### config.mk
export PLATFORM = sky130hd
export DESIGN_NAME = fp16_add_sub
export DESIGN_NICKNAME = d
export VERILOG_FILES = /design/src/rtl/fp16_pkg.sv /design/src/rtl/fp16_lzc.sv /design/src/rtl/fp16_add_sub.sv
export SDC_FILE = /design/constraint.sdc
export NUM_CORES = 1
export LEC_CHECK = 0
export ABC_AREA = 1
export CAP_MARGIN = 20
export CORE_MARGIN = 2
export CORE_UTILIZATION = 66
export CTS_BUF_LIST = sky130_fd_sc_hd__clkbuf_2 sky130_fd_sc_hd__clkbuf_4 sky130_fd_sc_hd__clkbuf_8
export DETAILED_ROUTE_END_ITERATION = 10
export GPL_ROUTABILITY_DRIVEN = 0
export PLACE_DENSITY_LB_ADDON = 0.3
export SYNTH_ARGS = -nofsm -noshare
export SYNTH_HDL_FRONTEND = slang
export SYNTH_HIERARCHICAL = 1
export SYNTH_SLANG_ARGS = --single-unit
### constraint.sdc
create_clock -name clk -period 6.9 [get_ports clk]
set_input_delay 0.69 -clock clk [delete_from_list [all_inputs] [get_ports clk]]
set_output_delay 0.69 -clock clk [all_outputs]
set_load 0.02 [all_outputs]
### src/rtl/fp16_pkg.sv
`default_nettype none
// ============================================================================
//  Module   : fp16_pkg
//  Brief    : Shared widths, constants, flag indices and operand unpacking
//             for the binary16 add/subtract datapath.
//  Revision : 1.0 - initial release
// ============================================================================
package fp16_pkg;

   localparam int EXP_W = 5;
   localparam int MAN_W = 10;
   localparam int BIAS  = 15;
   localparam int SIG_W = MAN_W + 1;   // significand including hidden bit
   localparam int EXT_W = SIG_W + 3;   // significand plus guard, round, sticky

   localparam logic [15:0] QNAN    = 16'h7E00;
   localparam logic [15:0] POS_INF = 16'h7C00;

   localparam int FLAG_INVALID   = 4;
   localparam int FLAG_OVERFLOW  = 3;
   localparam int FLAG_UNDERFLOW = 2;
   localparam int FLAG_ZERO      = 1;
   localparam int FLAG_INEXACT   = 0;

   typedef struct packed {
      logic             sign;
      logic [EXP_W-1:0] exp;
      logic [SIG_W-1:0] sig;
      logic             is_zero;
      logic             is_inf;
      logic             is_nan;
   } fp16_unpacked_t;

   // Split a binary16 word; subnormals flush to a signed zero significand.
   function automatic fp16_unpacked_t fp16_unpack(input logic [15:0] x, input logic negate);
      fp16_unpacked_t   u;
      logic [EXP_W-1:0] e;
      logic [MAN_W-1:0] m;
      e         = x[14:10];
      m         = x[9:0];
      u.sign    = x[15] ^ negate;
      u.exp     = e;
      u.sig     = (e != '0) ? {1'b1, m} : '0;
      u.is_zero = (e == '0);
      u.is_inf  = (e == '1) && (m == '0);
      u.is_nan  = (e == '1) && (m != '0);
      return u;
   endfunction

endpackage
`default_nettype wire

### src/rtl/fp16_lzc.sv
`default_nettype none
// ============================================================================
//  Module   : fp16_lzc
//  Brief    : 12-bit combinational leading-zero counter; all-zero input
//             returns 12.
//  Revision : 1.0 - initial release
// ============================================================================
module fp16_lzc (
   input  logic [11:0] i_bits,
   output logic [3:0]  o_count
);

   // scan upward so the highest set bit makes the final assignment
   always_comb begin
      o_count = 4'd12;
      for (int i = 0; i < 12; i++) begin
         if (i_bits[i]) o_count = 4'(11 - i);
      end
   end

endmodule
`default_nettype wire

### src/rtl/fp16_add_sub.sv
`default_nettype none
// ============================================================================
//  Module   : fp16_add_sub
//  Brief    : Four-stage pipelined binary16 adder/subtractor, round to
//             nearest even, flush-to-zero for subnormal inputs and outputs.
//             Operands captured on an edge appear on result/flags after the
//             fourth edge counting the capture edge.
//  Revision : 1.0 - initial release
// ============================================================================
module fp16_add_sub #(
   parameter int DWIDTH = 16,
   parameter int EXP_W  = fp16_pkg::EXP_W,
   parameter int MAN_W  = fp16_pkg::MAN_W,
   parameter int BIAS   = fp16_pkg::BIAS
) (
   input  logic              clk,
   input  logic              rst,
   input  logic [DWIDTH-1:0] a,
   input  logic [DWIDTH-1:0] b,
   input  logic              operation,
   output logic [DWIDTH-1:0] result,
   output logic [4:0]        flags
);
   import fp16_pkg::*;

   localparam int c_exp_max = 2 * BIAS + 1;
   localparam int c_shift_w = SIG_W + 16;

   // stage 1: unpacked operands
   fp16_unpacked_t s1_a_d, s1_a_q, s1_b_d, s1_b_q;
   logic           s1_live_d, s1_live_q;

   // stage 2: swapped and aligned operands plus special-case result
   logic             s2_sign_d, s2_sign_q, s2_sub_d, s2_sub_q;
   logic             s2_zero_sign_d, s2_zero_sign_q, s2_live_d, s2_live_q;
   logic [EXP_W-1:0] s2_exp_d, s2_exp_q;
   logic [EXT_W-1:0] s2_big_d, s2_big_q, s2_small_d, s2_small_q;
   logic             s2_special_d, s2_special_q;
   logic [15:0]      s2_special_res_d, s2_special_res_q;
   logic [4:0]       s2_special_flags_d, s2_special_flags_q;

   // stage 3: normalized sum
   logic              s3_sign_d, s3_sign_q, s3_zero_sign_d, s3_zero_sign_q;
   logic              s3_live_d, s3_live_q, s3_special_d, s3_special_q;
   logic signed [6:0] s3_exp_d, s3_exp_q;
   logic [EXT_W-1:0]  s3_norm_d, s3_norm_q;
   logic [15:0]       s3_special_res_d, s3_special_res_q;
   logic [4:0]        s3_special_flags_d, s3_special_flags_q;

   // stage 4: packed output
   logic [DWIDTH-1:0] s4_res_d, s4_res_q;
   logic [4:0]        s4_flags_d, s4_flags_q;

   logic                 w_swap, w_big_sign;
   logic [EXP_W-1:0]     w_big_exp, w_small_exp, w_diff;
   logic [SIG_W-1:0]     w_big_sig, w_small_sig;
   logic [c_shift_w-1:0] w_shift;
   logic [EXT_W:0]       w_sum;
   logic [3:0]           w_lzc;
   logic                 w_round_up, w_inexact;
   logic [MAN_W:0]       w_frac_rnd;
   logic signed [6:0]    w_exp_rnd;

   // stage 1: unpack, folding subtraction into b's sign
   always_comb begin
      s1_a_d    = fp16_unpack(a, 1'b0);
      s1_b_d    = fp16_unpack(b, operation);
      s1_live_d = 1'b1;
   end

   // stage 2: order by magnitude, align the smaller, resolve NaN/Inf cases
   always_comb begin
      w_swap      = !s1_b_q.is_zero &&
                    (s1_a_q.is_zero || ({s1_b_q.exp, s1_b_q.sig} > {s1_a_q.exp, s1_a_q.sig}));
      w_big_sign  = w_swap ? s1_b_q.sign : s1_a_q.sign;
      w_big_exp   = w_swap ? s1_b_q.exp  : s1_a_q.exp;
      w_big_sig   = w_swap ? s1_b_q.sig  : s1_a_q.sig;
      w_small_exp = w_swap ? s1_a_q.exp  : s1_b_q.exp;
      w_small_sig = w_swap ? s1_a_q.sig  : s1_b_q.sig;
      w_diff      = w_big_exp - w_small_exp;
      // bits that fall below the sticky position are OR-reduced into it
      w_shift     = {w_small_sig, 16'd0} >> w_diff;

      s2_sign_d      = w_big_sign;
      s2_sub_d       = s1_a_q.sign ^ s1_b_q.sign;
      s2_zero_sign_d = s1_a_q.sign & s1_b_q.sign;
      s2_exp_d       = w_big_exp;
      s2_big_d       = {w_big_sig, 3'b000};
      s2_small_d     = (w_diff > 5'd13) ? {13'd0, |w_small_sig}
                                        : {w_shift[c_shift_w-1:14], |w_shift[13:0]};
      s2_live_d      = s1_live_q;

      s2_special_d       = 1'b0;
      s2_special_res_d   = '0;
      s2_special_flags_d = '0;
      if (s1_a_q.is_nan || s1_b_q.is_nan ||
          (s1_a_q.is_inf && s1_b_q.is_inf && (s1_a_q.sign != s1_b_q.sign))) begin
         s2_special_d                     = 1'b1;
         s2_special_res_d                 = QNAN;
         s2_special_flags_d[FLAG_INVALID] = 1'b1;
      end else if (s1_a_q.is_inf) begin
         s2_special_d     = 1'b1;
         s2_special_res_d = {s1_a_q.sign, POS_INF[14:0]};
      end else if (s1_b_q.is_inf) begin
         s2_special_d     = 1'b1;
         s2_special_res_d = {s1_b_q.sign, POS_INF[14:0]};
      end
   end

   fp16_lzc u_lzc (
      .i_bits  (w_sum[13:2]),
      .o_count (w_lzc)
   );

   // stage 3: magnitude add/subtract, then normalize the leading one to bit 13
   always_comb begin
      w_sum = s2_sub_q ? ({1'b0, s2_big_q} - {1'b0, s2_small_q})
                       : ({1'b0, s2_big_q} + {1'b0, s2_small_q});
      if (w_sum[EXT_W]) begin
         s3_norm_d = {w_sum[EXT_W:2], w_sum[1] | w_sum[0]};
         s3_exp_d  = $signed({2'b00, s2_exp_q}) + 7'sd1;
      end else begin
         s3_norm_d = w_sum[EXT_W-1:0] << w_lzc;
         s3_exp_d  = $signed({2'b00, s2_exp_q}) - $signed({3'b000, w_lzc});
      end
      s3_sign_d          = s2_sign_q;
      s3_zero_sign_d     = s2_zero_sign_q;
      s3_live_d          = s2_live_q;
      s3_special_d       = s2_special_q;
      s3_special_res_d   = s2_special_res_q;
      s3_special_flags_d = s2_special_flags_q;
   end

   // stage 4: round to nearest even and pack, a zero bit 13 means an exact zero sum
   always_comb begin
      w_inexact  = |s3_norm_q[2:0];
      w_round_up = s3_norm_q[2] & (s3_norm_q[1] | s3_norm_q[0] | s3_norm_q[3]);
      w_frac_rnd = {1'b0, s3_norm_q[12:3]} + {{MAN_W{1'b0}}, w_round_up};
      w_exp_rnd  = s3_exp_q + $signed({6'd0, w_frac_rnd[MAN_W]});

      s4_res_d   = '0;
      s4_flags_d = '0;
      if (!s3_live_q) begin
         s4_res_d   = '0;
      end else if (s3_special_q) begin
         s4_res_d   = s3_special_res_q;
         s4_flags_d = s3_special_flags_q;
      end else if (!s3_norm_q[EXT_W-1]) begin
         s4_res_d              = {s3_zero_sign_q, 15'd0};
         s4_flags_d[FLAG_ZERO] = 1'b1;
      end else if (w_exp_rnd >= $signed(7'(c_exp_max))) begin
         s4_res_d                  = {s3_sign_q, POS_INF[14:0]};
         s4_flags_d[FLAG_OVERFLOW] = 1'b1;
         s4_flags_d[FLAG_INEXACT]  = 1'b1;
      end else if (w_exp_rnd <= 7'sd0) begin
         s4_res_d                   = {s3_sign_q, 15'd0};
         s4_flags_d[FLAG_UNDERFLOW] = 1'b1;
         s4_flags_d[FLAG_ZERO]      = 1'b1;
         s4_flags_d[FLAG_INEXACT]   = 1'b1;
      end else begin
         s4_res_d                 = {s3_sign_q, w_exp_rnd[EXP_W-1:0], w_frac_rnd[MAN_W-1:0]};
         s4_flags_d[FLAG_INEXACT] = w_inexact;
      end
   end

   // pipeline registers, all cleared asynchronously so reset drains zeros
   always_ff @(posedge clk or negedge rst) begin
      if (!rst) begin
         s1_a_q             <= '0;
         s1_b_q             <= '0;
         s1_live_q          <= 1'b0;
         s2_sign_q          <= 1'b0;
         s2_sub_q           <= 1'b0;
         s2_zero_sign_q     <= 1'b0;
         s2_live_q          <= 1'b0;
         s2_exp_q           <= '0;
         s2_big_q           <= '0;
         s2_small_q         <= '0;
         s2_special_q       <= 1'b0;
         s2_special_res_q   <= '0;
         s2_special_flags_q <= '0;
         s3_sign_q          <= 1'b0;
         s3_zero_sign_q     <= 1'b0;
         s3_live_q          <= 1'b0;
         s3_special_q       <= 1'b0;
         s3_exp_q           <= '0;
         s3_norm_q          <= '0;
         s3_special_res_q   <= '0;
         s3_special_flags_q <= '0;
         s4_res_q           <= '0;
         s4_flags_q         <= '0;
      end else begin
         s1_a_q             <= s1_a_d;
         s1_b_q             <= s1_b_d;
         s1_live_q          <= s1_live_d;
         s2_sign_q          <= s2_sign_d;
         s2_sub_q           <= s2_sub_d;
         s2_zero_sign_q     <= s2_zero_sign_d;
         s2_live_q          <= s2_live_d;
         s2_exp_q           <= s2_exp_d;
         s2_big_q           <= s2_big_d;
         s2_small_q         <= s2_small_d;
         s2_special_q       <= s2_special_d;
         s2_special_res_q   <= s2_special_res_d;
         s2_special_flags_q <= s2_special_flags_d;
         s3_sign_q          <= s3_sign_d;
         s3_zero_sign_q     <= s3_zero_sign_d;
         s3_live_q          <= s3_live_d;
         s3_special_q       <= s3_special_d;
         s3_exp_q           <= s3_exp_d;
         s3_norm_q          <= s3_norm_d;
         s3_special_res_q   <= s3_special_res_d;
         s3_special_flags_q <= s3_special_flags_d;
         s4_res_q           <= s4_res_d;
         s4_flags_q         <= s4_flags_d;
      end
   end

   assign result = s4_res_q;
   assign flags  = s4_flags_q;

endmodule
`default_nettype wire

==> results.py, run 1 <==
metrics = {
    "detailed_routing": {
        "drc": 0,
        "viasPerCell": 5.58,
        "final_antenna_net_count": 0,
        "wl_per_cell_um": 13.9,
        "drt_iter0_drc": 494,
        "dr.pass1.iters": 7,
        "routed_wl_um": 17500,
        "num_vias": 7054,
    },
    "clock_network": {
        "clockBufferDepth": 2,
        "cts_tree": "built",
        "postCtsSetupBuffers": 0,
        "clk_pin_slew_ns": 0.08,
        "cts_root_buffer": "clkbuf_8",
        "holdBufCountCts": 0,
        "clk-insertion-delay-late_ns": 0.46,
        "cts_num_sinks": 126,
        "cts_resized": 0,
        "cts_max_level": 4,
        "numCtsBuffers": 17,
    },
    "global_route": {
        "grt_pass1_wl_um": 29300,
        "grtUsageTotal": 0.290,
        "antenna_found_initial": 0,
        "grt-ovfl-total": 0,
        "grt_max_degree": 89,
        "grt_pass1_vias": 6447,
    },
    "die": {
        "core_region_area_um2": 11600,
        "std_cell_rows": 39,
        "start_util": 0.684,
        "io_pins": 56,
        "dieWidth_um": 113,
        "die_area_um2": 12900,
        "fp.dieH_um": 113,
    },
    "final_layout": {
        "multiInputGateArea_um2": 4020,
        "n_antenna_cell": 0,
        "nets": 1196,
        "final_common_cell": "nand2_1",
        "syn_to_final_growth_pct": 12.3,
        "final_cells": 1265,
        "drive_gt1_frac": 0.0606,
        "n_fill_cell": 831,
        "regArea_um2": 3150,
        "layout_common_cells": "nand2_1, inv_1, dfrtp_1, nand3_1, nor2_1",
        "final_core_util": 0.768,
    },
    "logic_synthesis": {
        "synthCells": 1064,
        "synth_seq_cells": 126,
        "synth_fp_nets": 1151,
        "synth-adder-area-share": 0.0842,
        "synth-simple-area-share": 0.294,
        "async_flop_share": 1.00,
        "ys_seq_area_frac": 0.399,
        "netlist.area_leader.share": 0.399,
        "yosysUniqueCellTypes": 52,
        "synth_xor_area_frac": 0.0266,
        "synth_area_leaders": "dfrtp_1, nand2_1, ha_1, inv_1, nand3_1",
        "muxShareOfSynthArea": 0.00127,
        "synth_top_family_by_area": "simple AND/OR/NAND/NOR gates",
        "yosys_warnings": 6,
        "synth_enable_flop_cells": 0,
        "synth_top_cell_by_area": "dfrtp_1",
        "synth_compound_area_frac": 0.102,
        "synth_flop_cell": "dfrtp_1",
        "netlist_area_um2": 7910,
        "syn_area_per_cell_um2": 7.43,
    },
    "setup_path": {
        "worstPathMaxFanout": 17,
        "cp.arrival_ns": 5.43,
        "worst_path_most_repeated_cell": "nand2_1",
        "crit_type": "reg -> reg",
        "cp_slowest_cell": "a21boi_1",
        "path_cells": "ha_1 -> fa_1 -> a21oi_1 -> o21ai_0 -> a21boi_0 -> inv_1 -> nand3_1 -> nand2_1 -> a21oi_1 -> o21ai_0 -> xor2_1 -> nand2_1 -> nand2_1 -> nor2_1 -> a21boi_1 -> inv_1 -> ha_1 -> nand2_1 -> nor2_1 -> a211oi_1 -> nor2_1 -> nor3_1 -> nand2_1 -> o21ai_0",
        "rr_worst_depth": 24,
        "worst_setup_path_start_kind": "flop",
        "end_kind": "flop",
        "critPathRequiredTime_ns": 7.26,
        "critPathMaxStageDelay_ns": 0.80,
    },
    "sta": {
        "setup_tns_ns": 0,
        "worstMarginPinSlew_ns": 0.972,
        "fin_crit_ns": 5.06,
        "hold_viol": 0,
        "finClkSkew_ns": 0.00969,
        "slew_viol_final": 0,
        "setup-violations-final": 0,
        "whs_ns": 0.178,
        "maxSlewHeadroom": 0.351,
        "fmax_mhz": 197,
        "period_share": 0.734,
        "rsz0062_at_grt": "false",
    },
    "job": {
        "maxCapViolations": 0,
    },
    "pwr": {
        "power_per_cell_area_nw_per_um2": 336,
        "leakage_uw": 0.00466,
        "ir_worst_vdd_mv": 0.213,
    },
    "outcome": {
        "outcome": "finished, final reports clean",
    },
    "placed_design": {
        "dp_cells": 1232,
        "dpl.hpwl_um": 13400,
        "place.port_buffers": 55,
    },
    "worst_hold_path": {
        "worstHoldPathType": "in -> async",
    },
}
cell usage after synthesis (all sizes together), types with 5 or more instances:
library cell and n:
buf 13, nor3 20, clkbuf 19, ha 50, xnor2 5, nand3 95
nor4 6, dfrtp 126, nor2 81, nand4 8, xor2 19, nand3b 7
a21oi 43, inv 148, nand2 305, o21ai 80
power breakdown:
part | switching, uW | internal (uW)
combinational | 922 | 489
clock | 314 | 295
sequential | 87.8 | 881
flip-flops by register name (all words and copies together) (netlist names), 7 cells and up:
signal,cells
s1_a_q,20
s1_b_q,20
result,16
s2_small_q,14
s3_norm_q,14
s2_big_q,11
s3_exp_q,7
kinds of logic after synthesis:
| family | after synthesis |
|---|---|
| simple gates | 532 |
| buf+inv | 182 |
| compound gates | 146 |
| flops | 126 |
| fa+ha+maj | 52 |
| xor+xnor | 24 |
| other cells | 1 |
| mux | 1 |
metrics by stage:
step	power [uW]	area (um^2)	setup WS, ns
after floorplan	2000	7910	3.00
after global placement	2330	8480	2.20
after detailed placement	2360	8480	2.00
after CTS	2970	8860	1.99
after global routing	3220	8880	1.19
final	2990	8880	1.84
path summary, 6_finish.rpt:
| kind | startpoint | slack, ns | to |
|---|---|---|---|
| worst min register to register | s2_special_res_q[9] | 0.35 | s3_special_res_q[9] |
| worst max-delay path | s2_big_q[3] | 1.84 | s3_exp_q[5] |
| worst max register to register | s2_big_q[3] | 1.84 | s3_exp_q[5] |
| max in group asynchronous | rst | 5.75 | s1_b_q[19] |
| worst min-delay path | rst | 0.18 | s1_a_q[16] |
| min in group clk | s2_special_res_q[9] | 0.35 | s3_special_res_q[9] |
layer usage:
layer | vias to the layer above | GRT usage | wire (um) | part of all wire
met5 | - | 0 | 0 | 0
li1 | 3501 | - | - | -
met4 | 0 | 0.103 | 461 | 0.026
met1 | 3243 | 0.354 | 7160 | 0.41
met2 | 269 | 0.499 | 8800 | 0.50
met3 | 41 | 0.0776 | 1110 | 0.063
worst max-delay path: cells and delay by family, from the launching register on:
family,cells,cell delay (ns)
AO/OA/AOI/OAI,8,1.86
flip-flops,1,0.40
buffers and inverters,2,0.56
XOR/XNOR,1,0.15
adder cells (fa/ha/maj),3,1.04
AND/OR/NAND/NOR,10,1.00
layout make-up:
| class | count | share of cell area |
|---|---|---|
| Inverter | 150 | 0.0637 |
| Sequential cell | 126 | 0.355 |
| Clock inverter | 14 | 0.0152 |
| Timing Repair Buffer | 58 | 0.0665 |
| Multi-Input combinational cell | 756 | 0.452 |
| Clock buffer | 18 | 0.0272 |
| Tap cell | 143 | 0.0201 |
(Power assumes the default switching activity.)
==> run 2: changes to the inputs <==
Settings changed: CORE_UTILIZATION 66 to 56.
Clock period 6.9 ns to 4.2 ns, I/O delays scaled along.
==> results.py, run 2 (same netlist as run 1, synthesis figures left out) <==
metrics = {
    "global_route": {
        "grt_pass1_vias": 6429,
        "grtUsageTotal": 0.252,
        "grt-ovfl-total": 0,
        "antenna_found_initial": 0,
        "grt_pass1_wl_um": 29600,
        "grt_max_degree": 47,
    },
    "pwr": {
        "clockPowerShare": 0.208,
        "switching_share": 0.428,
        "power.internal_uw": 2860,
        "p_comb_frac": 0.475,
        "pwr-share-seq": 0.317,
        "ir_worst_vdd_mv": 0.300,
        "power_per_cell_area_nw_per_um2": 552,
        "leakage_uw": 0.00472,
        "p_switching_uw": 2140,
    },
    "detailed_routing": {
        "routed_wl_um": 17500,
        "num_vias": 6910,
        "drt_iter0_drc": 556,
        "wl_per_cell_um": 13.3,
        "drc": 0,
        "dr.pass1.iters": 5,
        "viasPerCell": 5.25,
        "final_antenna_net_count": 0,
    },
    "final_layout": {
        "final_common_cell": "nand2_1",
        "n_antenna_cell": 0,
        "layout_common_cells": "nand2_1, inv_1, dfrtp_1, nand3_1, nor2_1",
        "syn_to_final_growth_pct": 14.6,
        "nets": 1209,
        "n_fill_cell": 1184,
        "drive_gt1_frac": 0.0749,
    },
    "sta": {
        "slew_viol_final": 0,
        "period_share": 0.916,
        "fin_crit_ns": 3.85,
        "fmax_mhz": 260,
        "hold_viol": 0,
        "setup-violations-final": 0,
        "maxSlewHeadroom": 0.607,
        "setup_tns_ns": 0,
        "worstMarginPinSlew_ns": 0.583,
        "final.setup.worst_slack_ns": 0.354,
        "finClkSkew_ns": 0.0136,
    },
    "setup_path": {
        "worst_setup_path_start_kind": "flop",
        "worstPathMaxFanout": 4,
        "cp.arrival_ns": 4.21,
        "end_kind": "flop",
        "critPathRequiredTime_ns": 4.57,
        "crit_type": "reg -> reg",
    },
    "die": {
        "die_area_um2": 15100,
        "fp.dieH_um": 123,
        "core_region_area_um2": 13800,
        "io_pins": 56,
        "start_util": 0.572,
        "std_cell_rows": 43,
        "dieWidth_um": 123,
    },
    "placed_design": {
        "pre_cts_ws_ns": 0.205,
        "place.port_buffers": 55,
        "dpl.hpwl_um": 14000,
    },
    "clock_network": {
        "clk_pin_slew_ns": 0.07,
        "clockBufferDepth": 2,
        "cts_num_sinks": 126,
        "cts_tree": "built",
        "cts_root_buffer": "clkbuf_8",
        "cts_max_level": 4,
        "clk-insertion-delay-late_ns": 0.44,
        "numCtsBuffers": 17,
    },
    "worst_hold_path": {
        "worstHoldPathType": "reg -> reg",
    },
    "outcome": {
        "outcome": "finished, final reports clean",
    },
    "job": {
        "maxCapViolations": 0,
    },
}
-- run 2: cell types whose count changed in the layout (fill, tap and decap cells not counted), sizes merged --
cell,delta
clkinv,-2
dlygate4sd3,+1
clkbuf,+2
clkinvlp,+1
bufinv,+1
buf,+12
inv,-2
-- run 2: worst max-delay path, cell delays in order, from the launching register on --
cell and delay (ns):
dfrtp_1 0.39, ha_1 0.23, fa_1 0.42, a21oi_1 0.19
o21ai_0 0.13, a21boi_1 0.14, inv_1 0.07, nand3_1 0.06
nand2_1 0.07, a21oi_1 0.14, o21ai_0 0.11, xor2_1 0.15
nand2_1 0.06, nand2_1 0.11, nor2_1 0.15, a21boi_1 0.26
inv_1 0.10, ha_1 0.27, nand2_1 0.06, nor2_1 0.05
a211oi_2 0.22, nor2_1 0.09, nor3_1 0.14, nand2_1 0.08
o21ai_0 0.08
-- run 2: power groups by stage --
stage	clock network, uW	registers (uW)	logic (uW)
6_report	1040	1580	2380
3_5_place_dp	0	1610	2310
3_3_place_gp	0	1600	2270
2_1_floorplan	0	1650	1630
4_1_cts	1060	1580	2320
5_1_grt	1120	1610	2680
-- run 2: repair_timing --
| item | in CTS | in global routing |
|---|---|---|
| endpoints found under the setup margin | 0 | 6 |
| buffers inserted | 0 | 0 |
| hold buffers | 1 | 0 |
| gates resized for setup | 0 | 7 |
| hold endpoints to repair | 44 | 0 |
-- run 2: through the flow --
stage	hold WS [ns]	power [uW]	util	cells	cell area, um^2
final	0.350	5000	0.655	1315	9060
after global routing	0.360	5420	0.655	1315	9060
after CTS	0.351	4970	0.653	1315	9030
after detailed placement	0.335	3920	0.624	1282	8620
after global placement	0.332	3870	0.624	1282	8620
after floorplan	0.124	3280	-	1064	7910
-- run 2: path summary, 6_finish.rpt --
| check | cells past startpoint | end | slack [ns] | from |
|---|---|---|---|---|
| min in group asynchronous | 2 | result[13] | 0.52 | rst |
| worst max-delay path | 24 | s3_exp_q[5] | 0.35 | s2_big_q[3] |
| worst min-delay path | 0 | s3_zero_sign_q | 0.35 | s2_zero_sign_q |
| worst max register to register | 24 | s3_exp_q[5] | 0.35 | s2_big_q[3] |
| worst min register to register | 0 | s3_zero_sign_q | 0.35 | s2_zero_sign_q |
| max in group asynchronous | 3 | s1_b_q[2] | 2.71 | rst |
-- run 2: per-layer routing --
| metal | wire length, um | vias to the layer above | global-route usage | part of all wire |
|---|---|---|---|---|
| met3 | 1090 | 32 | 0.0595 | 0.062 |
| met2 | 8870 | 229 | 0.431 | 0.51 |
| met4 | 314 | 0 | 0.0955 | 0.018 |
| met5 | 0 | - | 0 | 0 |
| li1 | - | 3526 | - | - |
| met1 | 7270 | 3123 | 0.307 | 0.41 |
-- run 2: cell type report --
cell class | instances | area [um^2] | share of cell area
tap | 180 | 225 | 0.0249
multi-input combinational | 756 | 4050 | 0.447
clock inverter | 12 | 136 | 0.0151
timing repair buffer | 71 | 671 | 0.0740
sequential | 126 | 3150 | 0.348
inverter | 150 | 566 | 0.0624
clock buffer | 20 | 263 | 0.0290
==> run 3: changes to the inputs <==
Settings changed: CORE_UTILIZATION 56 to 62.
Clock period 4.2 ns to 4.07 ns, I/O delays scaled along.
==> results.py, run 3 (same netlist as run 1, synthesis figures left out) <==
metrics = {
    "setup_path": {
        "cp_slowest_cell": "fa_1",
        "end_kind": "flop",
        "worst_setup_path_start_kind": "flop",
        "crit_type": "reg -> reg",
        "worst_path_most_repeated_cell": "nand2_1",
        "cp.arrival_ns": 4.10,
        "worstPathMaxFanout": 4,
        "critPathRequiredTime_ns": 4.43,
        "critPathMaxStageDelay_ns": 0.41,
    },
    "sta": {
        "finClkSkew_ns": 0.0119,
        "worstMarginPinSlew_ns": 0.533,
        "setup-violations-final": 0,
        "setup_tns_ns": 0,
        "hold_viol": 0,
        "slew_viol_final": 0,
        "maxSlewHeadroom": 0.644,
        "fin_crit_ns": 3.74,
        "fmax_mhz": 267,
        "period_share": 0.919,
    },
    "detailed_routing": {
        "routed_wl_um": 16900,
        "drt_iter0_drc": 594,
        "dr.pass1.iters": 6,
        "num_vias": 6929,
        "wl_per_cell_um": 12.9,
        "drc": 0,
        "viasPerCell": 5.30,
        "final_antenna_net_count": 0,
    },
    "placed_design": {
        "place.port_buffers": 55,
        "dp_cells": 1275,
        "dpl.hpwl_um": 12900,
        "placedInstanceArea_um2": 8620,
    },
    "pwr": {
        "switching_share": 0.431,
        "power.internal_uw": 2910,
        "power_per_cell_area_nw_per_um2": 565,
        "clockPowerShare": 0.196,
        "pwr-share-seq": 0.319,
        "leakage_uw": 0.00473,
        "p_switching_uw": 2210,
        "ir_worst_vdd_mv": 0.260,
        "p_comb_frac": 0.485,
    },
    "die": {
        "dieWidth_um": 117,
        "die_area_um2": 13700,
        "fp.dieH_um": 117,
        "start_util": 0.632,
        "std_cell_rows": 41,
        "io_pins": 56,
        "core_region_area_um2": 12500,
    },
    "global_route": {
        "antenna_found_initial": 0,
        "grt-ovfl-total": 0,
        "grt_max_degree": 96,
        "grt_pass1_wl_um": 28500,
        "grt_pass1_vias": 6288,
        "grtUsageTotal": 0.267,
    },
    "final_layout": {
        "final_cells": 1308,
        "drive_gt1_frac": 0.0783,
        "final_core_util": 0.725,
        "n_fill_cell": 1002,
        "multiInputGateArea_um2": 4060,
        "n_antenna_cell": 0,
        "regArea_um2": 3150,
        "syn_to_final_growth_pct": 14.7,
        "layout_common_cells": "nand2_1, inv_1, dfrtp_1, nand3_1, nor2_1",
        "final_area_um2": 9080,
        "final_common_cell": "nand2_1",
        "nets": 1212,
    },
    "clock_network": {
        "cts_tree": "built",
        "clk-insertion-delay-late_ns": 0.45,
        "cts_max_level": 4,
        "clk_pin_slew_ns": 0.07,
        "cts_num_sinks": 126,
        "clockBufferDepth": 2,
        "cts_root_buffer": "clkbuf_8",
        "numCtsBuffers": 17,
    },
    "outcome": {
        "outcome": "finished, final reports clean",
    },
    "worst_hold_path": {
        "worstHoldPathType": "reg -> reg",
    },
    "job": {
        "maxCapViolations": 0,
    },
}
-- run 3: cell types whose count changed in the layout (fill, tap and decap cells not counted), moves of 2 or more --
cell      previous run  this run
clkbuf_4             2         0
buf_4               16        18
inv_6                2         4
a21oi_1             42        40
-- run 3: cell type report --
type                            instances  share of cell area
Clock buffer                           19              0.0288
Clock inverter                         11              0.0119
Inverter                              150              0.0623
Multi-Input combinational cell        756               0.447
Sequential cell                       126               0.347
Tap cell                              172              0.0237
Timing Repair Buffer                   74              0.0786
-- run 3: routing by layer --
layer / part of all wire / track usage / vias to the layer above / routed length (um)
met4: 0.017 / 0.0816 / 0 / 281
met3: 0.049 / 0.0525 / 32 / 822
met1: 0.44 / 0.350 / 3139 / 7410
li1: - / - / 3530 / -
met5: 0 / 0 / - / 0
met2: 0.50 / 0.450 / 228 / 8380
-- run 3: worst paths after layout --
path                       depth (start not counted)            startpoint  slack [ns]              endpoint
setup / recovery                                  25           s2_big_q[3]        0.33           s3_exp_q[5]
hold / removal                                     0  s2_special_res_q[15]        0.35  s3_special_res_q[15]
setup reg to reg                                  25           s2_big_q[3]        0.33           s3_exp_q[5]
hold reg to reg                                    0  s2_special_res_q[15]        0.35  s3_special_res_q[15]
max in group asynchronous                          4                   rst        2.52           s2_big_q[6]
min in group asynchronous                          2                   rst        0.48             s1_live_q
-- run 3: critical path: cells and delay by family, from the launching register on --
family / cells / cell delay, ns
AOI/OAI and AO/OA: 7 / 0.94
xor gates and xnor gates: 1 / 0.15
adders and majority gates: 3 / 0.90
buffers and inverters: 2 / 0.21
DFF: 1 / 0.39
and+or+nand+nor: 12 / 1.05
-- run 3: power groups by stage --
stage               Clock, uW  Combinational, uW  Sequential [uW]
floorplan                   0               1680             1700
global placement            0               2340             1650
detailed placement          0               2380             1660
CTS                      1030               2400             1630
global route             1080               2810             1660
finish                   1010               2480             1630
-- run 3: through the flow --
step / power (uW) / hold WS (ns) / worst slack [ns]
final: 5120 / 0.351 / 0.331
after CTS: 5060 / 0.189 / 0.103
after global placement: 3990 / 0.332 / 0.271
after detailed placement: 4040 / 0.335 / 0.139
after global routing: 5560 / 0.361 / -0.0455
after floorplan: 3380 / 0.111 / 0.170
-- run 3: timing repair --
item	4_1_cts	5_1_grt
setup buffers	0	1
setup endpoints to repair	0	14
hold endpoints to repair	0	41
resized for setup	0	12
hold buffers	0	1
